## src/rtl/hdmi_island_scheduler_if.sv

```systemverilog
`default_nettype none
// =============================================================================
// hdmi_island_scheduler_if : timing, request and period-control bundle
// Revision : 1.0
// =============================================================================
interface hdmi_island_scheduler_if;
    logic       i_enable;
    logic       i_hSync;
    logic       i_blank;
    logic [3:0] i_req;
    logic [3:0] o_grant;
    logic [1:0] o_sel;
    logic       o_pkt_start;
    logic       o_first;
    logic [1:0] o_period;
    logic       o_abort;

    modport slave (
        input  i_enable, i_hSync, i_blank, i_req,
        output o_grant, o_sel, o_pkt_start, o_first, o_period, o_abort
    );

    modport master (
        output i_enable, i_hSync, i_blank, i_req,
        input  o_grant, o_sel, o_pkt_start, o_first, o_period, o_abort
    );
endinterface
`default_nettype wire

```

## src/rtl/hdmi_island_scheduler.sv

```systemverilog
`default_nettype none
// =============================================================================
// hdmi_island_scheduler : sequences HDMI data islands in h-blank and arbitrates packet sources
// Revision : 1.0
// =============================================================================
module hdmi_island_scheduler #(
    parameter int START_DELAY  = 4,
    parameter int PREAMBLE_LEN = 8,
    parameter int GUARD_LEN    = 2,
    parameter int PKT_LEN      = 32,
    parameter int MAX_PKTS     = 2
) (
    input  wire logic              i_pixclk,
    input  wire logic              i_reset,
    hdmi_island_scheduler_if.slave bus
);
    typedef enum logic [2:0] {
        IDLE   = 3'd0,
        DELAY  = 3'd1,
        PRE    = 3'd2,
        LGUARD = 3'd3,
        PKT    = 3'd4,
        TGUARD = 3'd5
    } state_t;

    state_t     state;
    logic [5:0] count;
    logic [1:0] pkts;
    logic       rr_ptr;
    logic       prev_hsync;
    logic       prev_blank;
    logic       prev_enable;
    logic       armed;

    logic [3:0] grant;
    logic [1:0] sel;
    logic       pkt_start;
    logic       first;
    logic [1:0] period;
    logic       abort;

    logic       blank_rise;
    logic       blank_fall;
    logic       enable_fall;
    logic       qual;
    logic       any_req;
    logic       arb_valid;
    logic [1:0] arb_idx;
    logic [3:0] arb_grant;

    assign blank_rise  = bus.i_blank & ~prev_blank;
    assign blank_fall  = ~bus.i_blank & prev_blank;
    assign enable_fall = ~bus.i_enable & prev_enable;
    assign qual        = armed & bus.i_blank & (bus.i_hSync ^ prev_hsync);
    assign any_req     = |bus.i_req;

    // ACR and audio sample win outright; the two infoframes share a round-robin slot.
    always_comb begin
        arb_valid = 1'b1;
        arb_idx   = 2'd0;
        if (bus.i_req[0])                      arb_idx = 2'd0;
        else if (bus.i_req[1])                 arb_idx = 2'd1;
        else if (bus.i_req[2] && bus.i_req[3]) arb_idx = rr_ptr ? 2'd3 : 2'd2;
        else if (bus.i_req[2])                 arb_idx = 2'd2;
        else if (bus.i_req[3])                 arb_idx = 2'd3;
        else                                   arb_valid = 1'b0;
        arb_grant = arb_valid ? (4'b0001 << arb_idx) : 4'b0000;
    end

    always_ff @(posedge i_pixclk or posedge i_reset) begin
        if (i_reset) begin
            state       <= IDLE;
            count       <= 6'd0;
            pkts        <= 2'd0;
            rr_ptr      <= 1'b0;
            prev_hsync  <= 1'b0;
            prev_blank  <= 1'b0;
            prev_enable <= 1'b0;
            armed       <= 1'b0;
            grant       <= 4'd0;
            sel         <= 2'd0;
            pkt_start   <= 1'b0;
            first       <= 1'b0;
            period      <= 2'd0;
            abort       <= 1'b0;
        end else begin
            prev_hsync  <= bus.i_hSync;
            prev_blank  <= bus.i_blank;
            prev_enable <= bus.i_enable;
            grant       <= 4'd0;
            pkt_start   <= 1'b0;
            abort       <= 1'b0;

            if (blank_rise)
                armed <= 1'b1;
            else if (qual)
                armed <= 1'b0;

            if (state != IDLE && (blank_fall || enable_fall)) begin
                state  <= IDLE;
                count  <= 6'd0;
                pkts   <= 2'd0;
                sel    <= 2'd0;
                first  <= 1'b0;
                period <= 2'd0;
                abort  <= 1'b1;
            end else begin
                case (state)
                    IDLE: begin
                        if (qual && bus.i_enable && any_req) begin
                            state <= DELAY;
                            count <= 6'(START_DELAY - 1);
                        end
                    end
                    DELAY: begin
                        if (count == 6'd0) begin
                            state  <= PRE;
                            period <= 2'd1;
                            count  <= 6'(PREAMBLE_LEN - 1);
                        end else begin
                            count <= count - 6'd1;
                        end
                    end
                    PRE: begin
                        if (count == 6'd0) begin
                            state  <= LGUARD;
                            period <= 2'd2;
                            count  <= 6'(GUARD_LEN - 1);
                        end else begin
                            count <= count - 6'd1;
                        end
                    end
                    LGUARD: begin
                        // With nothing pending a null packet still fills the slot.
                        if (count == 6'd0) begin
                            state     <= PKT;
                            period    <= 2'd3;
                            count     <= 6'(PKT_LEN - 1);
                            pkts      <= 2'd1;
                            first     <= 1'b1;
                            pkt_start <= 1'b1;
                            grant     <= arb_grant;
                            sel       <= arb_valid ? arb_idx : 2'd0;
                            if (arb_valid && arb_idx[1])
                                rr_ptr <= ~rr_ptr;
                        end else begin
                            count <= count - 6'd1;
                        end
                    end
                    PKT: begin
                        if (count == 6'd0) begin
                            if (pkts < 2'(MAX_PKTS) && any_req) begin
                                count     <= 6'(PKT_LEN - 1);
                                pkts      <= pkts + 2'd1;
                                first     <= 1'b0;
                                pkt_start <= 1'b1;
                                grant     <= arb_grant;
                                sel       <= arb_idx;
                                if (arb_idx[1])
                                    rr_ptr <= ~rr_ptr;
                            end else begin
                                state  <= TGUARD;
                                period <= 2'd2;
                                count  <= 6'(GUARD_LEN - 1);
                                sel    <= 2'd0;
                                first  <= 1'b0;
                            end
                        end else begin
                            count <= count - 6'd1;
                        end
                    end
                    TGUARD: begin
                        if (count == 6'd0) begin
                            state  <= IDLE;
                            period <= 2'd0;
                            pkts   <= 2'd0;
                        end else begin
                            count <= count - 6'd1;
                        end
                    end
                    default: begin
                        state  <= IDLE;
                        period <= 2'd0;
                    end
                endcase
            end
        end
    end

    assign bus.o_grant     = grant;
    assign bus.o_sel       = sel;
    assign bus.o_pkt_start = pkt_start;
    assign bus.o_first     = first;
    assign bus.o_period    = period;
    assign bus.o_abort     = abort;
endmodule
`default_nettype wire

```

## src/flat_wrapper.sv

```systemverilog
// flat-port wrapper written by rule: the top's interface ports become plain ports
module hdmi_island_scheduler_flat 
#(
    parameter int START_DELAY  = 4,
    parameter int PREAMBLE_LEN = 8,
    parameter int GUARD_LEN    = 2,
    parameter int PKT_LEN      = 32,
    parameter int MAX_PKTS     = 2
)
  (i_pixclk, i_reset, bus_i_enable, bus_i_hSync, bus_i_blank, bus_i_req, bus_o_grant, bus_o_sel, bus_o_pkt_start, bus_o_first, bus_o_period, bus_o_abort);
  hdmi_island_scheduler_if bus_i ();
  input  wire logic i_pixclk;
  input  wire logic i_reset;
  input wire logic [$bits(bus_i.i_enable)-1:0] bus_i_enable;
  input wire logic [$bits(bus_i.i_hSync)-1:0] bus_i_hSync;
  input wire logic [$bits(bus_i.i_blank)-1:0] bus_i_blank;
  input wire logic [$bits(bus_i.i_req)-1:0] bus_i_req;
  output wire logic [$bits(bus_i.o_grant)-1:0] bus_o_grant;
  output wire logic [$bits(bus_i.o_sel)-1:0] bus_o_sel;
  output wire logic [$bits(bus_i.o_pkt_start)-1:0] bus_o_pkt_start;
  output wire logic [$bits(bus_i.o_first)-1:0] bus_o_first;
  output wire logic [$bits(bus_i.o_period)-1:0] bus_o_period;
  output wire logic [$bits(bus_i.o_abort)-1:0] bus_o_abort;
  assign bus_i.i_enable = bus_i_enable;
  assign bus_i.i_hSync = bus_i_hSync;
  assign bus_i.i_blank = bus_i_blank;
  assign bus_i.i_req = bus_i_req;
  assign bus_o_grant = bus_i.o_grant;
  assign bus_o_sel = bus_i.o_sel;
  assign bus_o_pkt_start = bus_i.o_pkt_start;
  assign bus_o_first = bus_i.o_first;
  assign bus_o_period = bus_i.o_period;
  assign bus_o_abort = bus_i.o_abort;
  hdmi_island_scheduler #(.START_DELAY(START_DELAY), .PREAMBLE_LEN(PREAMBLE_LEN), .GUARD_LEN(GUARD_LEN), .PKT_LEN(PKT_LEN), .MAX_PKTS(MAX_PKTS)) u_core (.i_pixclk(i_pixclk), .i_reset(i_reset), .bus(bus_i));
endmodule
```

## config.mk

```make
export PLATFORM = sky130hd
export DESIGN_NAME = hdmi_island_scheduler_flat
export DESIGN_NICKNAME = d
export VERILOG_FILES = /design/src/rtl/hdmi_island_scheduler_if.sv /design/src/rtl/hdmi_island_scheduler.sv /design/src/flat_wrapper.sv
export SDC_FILE = /design/constraint.sdc
export NUM_CORES = 1
export LEC_CHECK = 0
export BUFFER_PORTS_ARGS = -buffer_cell sky130_fd_sc_hd__buf_2
export CAP_MARGIN = 0
export CORE_AREA = 2 2 76 78
export DETAILED_ROUTE_END_ITERATION = 6
export DIE_AREA = 0 0 78 80
export PLACE_DENSITY = 0.56
export SLEW_MARGIN = 20
export SYNTH_ARGS = -nofsm -noshare
export SYNTH_HDL_FRONTEND = slang
export SYNTH_SLANG_ARGS = --single-unit
export TNS_END_PERCENT = 30
```

## constraint.sdc

```tcl
create_clock -name i_pixclk -period 5.4 [get_ports i_pixclk]
set_clock_uncertainty 0.15 [all_clocks]
set_input_delay 0.54 -clock i_pixclk [delete_from_list [all_inputs] [get_ports i_pixclk]]
set_output_delay 0.54 -clock i_pixclk [all_outputs]
set_load 0.01 [all_outputs]
```

==> results.md, run 1 <==
* Slew margin rel. at between 30% and 40%
* HPWL after detailed placement at approximately 2800 um
* Worst VDD drop at ~0.13 mV
* Internal at about 0.38 mW
* Critical Path AT at between 2000 and 3000 ps
* Commonest non-fill, non-tap cell in the layout: dfrtp_1
* Final nets at about 210
* Area after DPL at ~0.0018 mm2
* Vias in the first global route at about 1300
* CTS Sinks at 27
* Crit end category: flop
* Dpl ws at 2760 ps
* Post-Synthesis Cells at 183
* Switching power total at between 0.2 and 0.3 mW
* Clock share of power at a little under a fifth
* Max frequency at around 400 MHz
* Prevailing post-synth register cell: dfrtp_1
* Synthesis-to-layout area growth at 11.2%
* # DRC at 0
* Crit path max-delay family: simple AND/OR/NAND/NOR gates
* Sw frac at a little over two fifths
* Clock Tree Root: clkbuf_8
* GRT met3 Usage at under 10%
* Asr flop ratio synth at 100%
* Syn_area_per_cell at 8.98 um2
* Pre-antenna DRT Iters at 4
* Seq cells post-synth at 27
* Crit-path cells: or3_4 > nor2_1 > nand2_1 > o31ai_1 > a211oi_1
* Die Area at roughly 0.0062 mm2
* Syn_nets at roughly 190
* CP required at roughly 5400 ps
* Grt met2 use at a little over a fifth
* Seq/Total Area, Yosys at slightly above 40%
* RSZ-0062 raised after global routing: no
* First-pass GRT wire length at around 6700 um
* GRT Residual Overflow at 0
* Placed Cells incl. Taps at about 270
* Worst Tran Pin Value at slightly below 1000 ps
* Share of layout cells above drive strength 1 at around 16%
* Final Wtd Congestion at about 0.85
* Run status: complete, no violations
* Largest net degree at the start of global routing at 28
* Clock Tree Buf Depth at 2
* Tcrit/Tclk final at around 47%
* Seq pwr share at around two fifths
* Max cap viols at 0
* Post-layout min period at roughly 2500 ps
* Slowest cell on the critical path: nor2_1
* Wire per inst at 14.9 um
* Largest fanout on the critical path at 15
* Initial Util at 30.4%
* WL final at a little over 4000 um
* Setup TNS at 0 ps
* IO Pins at 20
* Yosys warns at 0
* Power per Cell Area at between 300 and 400 mW/mm2
* Total GRT Usage at roughly 14%
* Core Region at approximately 0.0054 mm2
* Post-synthesis cell area at ~0.0016 mm2
* FP Rows at 27
* Initial drt markers at about 90
* Comb pwr share at roughly two fifths
* Clock latency reported for the late side of the worst-skew pair at about 290 ps
* EDFF count, synth at 0
* Hold Crit Class: input pin to asynchronous set/reset pin
* Hold_buf cts at 0
* Startpoint types: flop
* Routed vias/inst at around 5.5
* Pleak at roughly 0.80 nW
* Busiest metal layer after global routing: met2
* Fin area at 0.00183 mm2
* Routed Antenna Nets at 0
* Crit path from: u_core.count[2]
* Worst path bufs/invs at 0
* Worst setup margin at approximately 2900 ps
* I/O Buffers at 19
* Die X-Extent at between 70 and 80 um
* Initial antenna violation count at 0
* Most frequent cells in the layout: 27 x dfrtp_1, 19 x buf_2, 16 x nand2_1
* Finished Layout Cells at roughly 270
* Reg2reg start: u_core.count[2]
* Final count of negative-setup-slack endpoints at 0
* Final hold vios at 0
* Post-CTS Repair Setup Buffers at 0
* Number of distinct library cells after synthesis at just under 50
* Number of fill cells at roughly 570
* CTS tree: done
* CTS clk-pin slew, worst paths at 100 ps
* H-tree depth at 1
* Die Y at roughly 80 um
* Vias at about 1500
* Met1 usage at around a fifth
* CP peak stage delay at 760 ps
* Ant diodes at 0
* TritonCTS Buffers at 3
* Slew Viols, Final at 0
* Post-cts resize count at 0
* Worst setup path category: flop to flop
[power by group through the flow]
stage	Combinational, mW	Sequential [mW]	Clock [mW]
after global placement	0.258	0.284	0
after global routing	0.291	0.287	0.141
after CTS	0.261	0.280	0.132
after detailed placement	0.261	0.284	0
final	0.262	0.281	0.129
after floorplan	0.222	0.262	0
[layer usage]
| layer | up-vias | part of all wire, % |
|---|---|---|
| li1 | 722 | - |
| met1 | 687 | 49 |
| met2 | 51 | 45 |
| met3 | 7 | 4.3 |
| met4 | 0 | 2.2 |
| met5 | - | 0 |
[path summary, 6_finish.rpt]
check                                     end  depth (start not counted)  slack (ps)
setup / recovery               u_core.pkts[0]                          5        2860
hold / removal                u_core.count[5]                          2         140
setup reg to reg               u_core.pkts[0]                          5        2860
hold reg to reg                  u_core.armed                          1         350
max in group asynchronous  u_core.prev_enable                          2        4580
min in group i_pixclk      u_core.prev_enable                          1         220
[through the flow]
stage / util, % / hold slack (ps) / power [mW]
floorplan: - / 308 / 0.484
CTS: 33.8 / 221 / 0.673
global route: 33.8 / 194 / 0.719
detailed placement: 32.9 / 333 / 0.545
global placement: 32.9 / 326 / 0.541
finish: 33.8 / 141 / 0.673
[logic make-up after synthesis]
kind of cell | synth area share (%)
buffers and inverters | 4.95
AO/OA/AOI/OAI | 27.3
AND/OR/NAND/NOR | 22.9
flip-flops | 41.1
XOR/XNOR | 2.13
adder cells (fa/ha/maj) | 1.52
[layout make-up]
type / instances / area (um2) / share of cell area, %
Clock buffer: 3 / 41.3 / 2.26
Clock inverter: 1 / 8.76 / 0.479
Inverter: 8 / 30.0 / 1.64
Multi-Input combinational cell: 139 / 886 / 48.5
Sequential cell: 27 / 676 / 37.0
Tap cell: 72 / 90.1 / 4.93
Timing Repair Buffer: 19 / 95.1 / 5.21
[registers in the layout, indices dropped and copies added, names as in the netlist, 2 cells and up]
signal / flops
u_core.bus.o_grant: 4
u_core.bus.o_period: 2
u_core.bus.o_sel: 2
u_core.count: 6
u_core.pkts: 2
u_core.state: 3
[cells in the mapped netlist, drive strengths merged (3+ instances only)]
cell type | n | area share (%)
xnor2 | 3 | 1.6
a31oi | 4 | 1.5
a21oi | 13 | 4.0
and2 | 3 | 1.1
inv | 8 | 1.8
a22o | 3 | 1.6
o21ai | 14 | 4.3
clkbuf | 4 | 0.91
o22ai | 3 | 1.1
nand3 | 5 | 1.5
buf | 5 | 2.2
nand2b | 8 | 3.0
nand2 | 16 | 3.7
dfrtp | 27 | 41
o41ai | 3 | 1.6
a211oi | 5 | 2.3
nor2 | 12 | 2.7
nor3 | 7 | 3.1
o211ai | 3 | 1.4
nor4 | 3 | 1.1
o31ai | 4 | 2.4
(Power assumes the default switching activity.)
==> run 2: changes to the inputs <==
clock period = 2.6 ns   (was 5.4 ns; I/O delays follow)
==> results.md, run 2 (synthesis gave the netlist of run 1 again) <==
* Total power at 1.43 mW (+110%)
* TritonCTS Buffers at 3 (unchanged)
* WL final at 4160 um (+3.4%)
* HPWL after detailed placement at 2980 um (+6.0%)
* Die Y at 80 um (unchanged)
* FP Rows at 27 (unchanged)
* IO Pins at 20 (unchanged)
* CTS Sinks at 27 (unchanged)
* I/O Buffers at 19 (unchanged)
* Worst Tran Pin Value at 587 ps (-385 ps)
* Die X-Extent at 78 um (unchanged)
* Post-CTS Repair Setup Buffers at 0 (unchanged)
* Tcrit/Tclk final at 84.7% (+38 points)
* Pre-antenna DRT Iters at 4 (unchanged)
* First-pass GRT wire length at 6930 um (+2.9%)
* Total GRT Usage at 13.9% (+0.031 points)
* Most frequent cells in the layout: 27 x dfrtp_1, 19 x buf_2, 16 x nand2_1
* Max cap viols at 0 (unchanged)
* Final Wtd Congestion at 0.813 (-4.0%)
* Crit end category: flop
* Final nets at 221 (+5.7%)
* Clock latency reported for the late side of the worst-skew pair at 280 ps (about the same)
* Die Area at 0.00624 mm2 (unchanged)
* Hold Crit Class: input pin to flop
* Pleak at 0.854 nW (+7.4%)
* Vias at 1537 (+4.8%)
* Core Region at 0.00541 mm2 (unchanged)
* Largest net degree at the start of global routing at 28 (unchanged)
* # DRC at 0 (unchanged)
* Dpl ws at 436 ps (-2320 ps)
* Min Hold Slack at 77.5 ps (-63.1 ps)
* CTS tree: done
* Run status: complete, no violations
* Synthesis-to-layout area growth at 17.3%
* Worst setup margin at 398 ps (-2460 ps)
* Setup TNS at 0 ps (unchanged)
* CTS clk-pin slew, worst paths at 100 ps (about the same)
* Final hold vios at 0 (unchanged)
* Ant diodes at 0 (unchanged)
* Clock Tree Buf Depth at 2 (unchanged)
* Max reg flops at 6 (unchanged)
* Worst VDD drop at 0.243 mV (+94%)
* Worst setup path category: flop to flop
* Initial drt markers at 113 (+28%)
* Post-layout min period at 2200 ps (-338 ps)
* Routed Antenna Nets at 0 (unchanged)
* Power per Cell Area at 744 mW/mm2 (+100%)
* Max frequency at 454 MHz (+15%)
* Final core occ at 35.6% (+1.9 points)
* Commonest non-fill, non-tap cell in the layout: dfrtp_1
* RSZ-0062 raised after global routing: no
* Largest fanout on the critical path at 18 (+3)
* Clock Tree Root: clkbuf_8
* Setup slack, reg-to-reg at 400 ps (-2460 ps)
* Critical Path AT at 2280 ps (-260 ps)
* Routed vias/inst at 5.47 (+0.30%)
* Final count of negative-setup-slack endpoints at 0 (unchanged)
* GRT Residual Overflow at 0 (unchanged)
* Initial antenna violation count at 0 (unchanged)
* Slew Viols, Final at 0 (unchanged)
* Initial Util at 30.4% (unchanged)
* Vias in the first global route at 1450 (+7.7%)
* Wire per inst at 14.8 um (-1.0%)
* H-tree depth at 1 (unchanged)
* CP required at 2680 ps (-2720 ps)
* Top reg by flops: u_core.count
* Startpoint types: flop
* Share of layout cells above drive strength 1 at 18.2% (+2.4 points)
* Slew margin rel. at 60.9% (+26 points)
[run 2: final timing paths]
kind | start | to | cells past startpoint
worst max-delay path | u_core.state[2] | u_core.bus.o_grant[2] | 4
worst min-delay path | bus_i_req[0] | u_core.bus.o_grant[3] | 2
worst max register to register | u_core.state[2] | u_core.bus.o_grant[2] | 4
worst min register to register | u_core.armed | u_core.armed | 1
max in group asynchronous | i_reset | u_core.prev_enable | 4
min in group asynchronous | i_reset | u_core.count[3] | 4
[run 2: layer usage]
layer	part of all wire, %	wire, um	global-route usage [%]	up-vias
met5	0	0	0	-
met4	1.4	59	3.86	0
met3	3.8	158	1.47	8
met2	44	1850	23.0	40
met1	50	2090	19.1	741
li1	-	-	-	748
[run 2: repair_timing]
action / CTS / global route
setup endpoints to repair: 0 / 0
gates resized for setup: 0 / 0
hold buffers: 4 / 0
endpoints found under the hold margin: 30 / 0
[run 2: stage by stage]
stage / area (um2) / std cells
2_1_floorplan: 1640 / 183
3_3_place_gp: 1840 / 273
3_5_place_dp: 1840 / 273
4_1_cts: 1930 / 281
5_1_grt: 1930 / 281
6_report: 1930 / 281
[run 2: final cells by class]
class / count / area [um2]
Clock buffer: 3 / 41.3
Clock inverter: 1 / 8.76
Multi-Input combinational cell: 139 / 886
Sequential cell: 27 / 676
Inverter: 8 / 30.0
Tap cell: 72 / 90.1
Timing Repair Buffer: 31 / 195
Fill cell: 574 / 3480
[run 2: power breakdown]
| group | internal [mW] | leakage, nW | switching [mW] | total [mW] |
|---|---|---|---|---|
| sequential | 0.481 | 0.354 | 0.0914 | 0.573 |
| clock | 0.113 | 0.0261 | 0.149 | 0.261 |
| combinational | 0.232 | 0.473 | 0.368 | 0.600 |
[run 2: critical path, stage by stage, from the launching register on]
cell and delay, ps:
dfrtp_1 730, or3b_4 470, o31ai_2 370, and3_1 260, and3_1 160
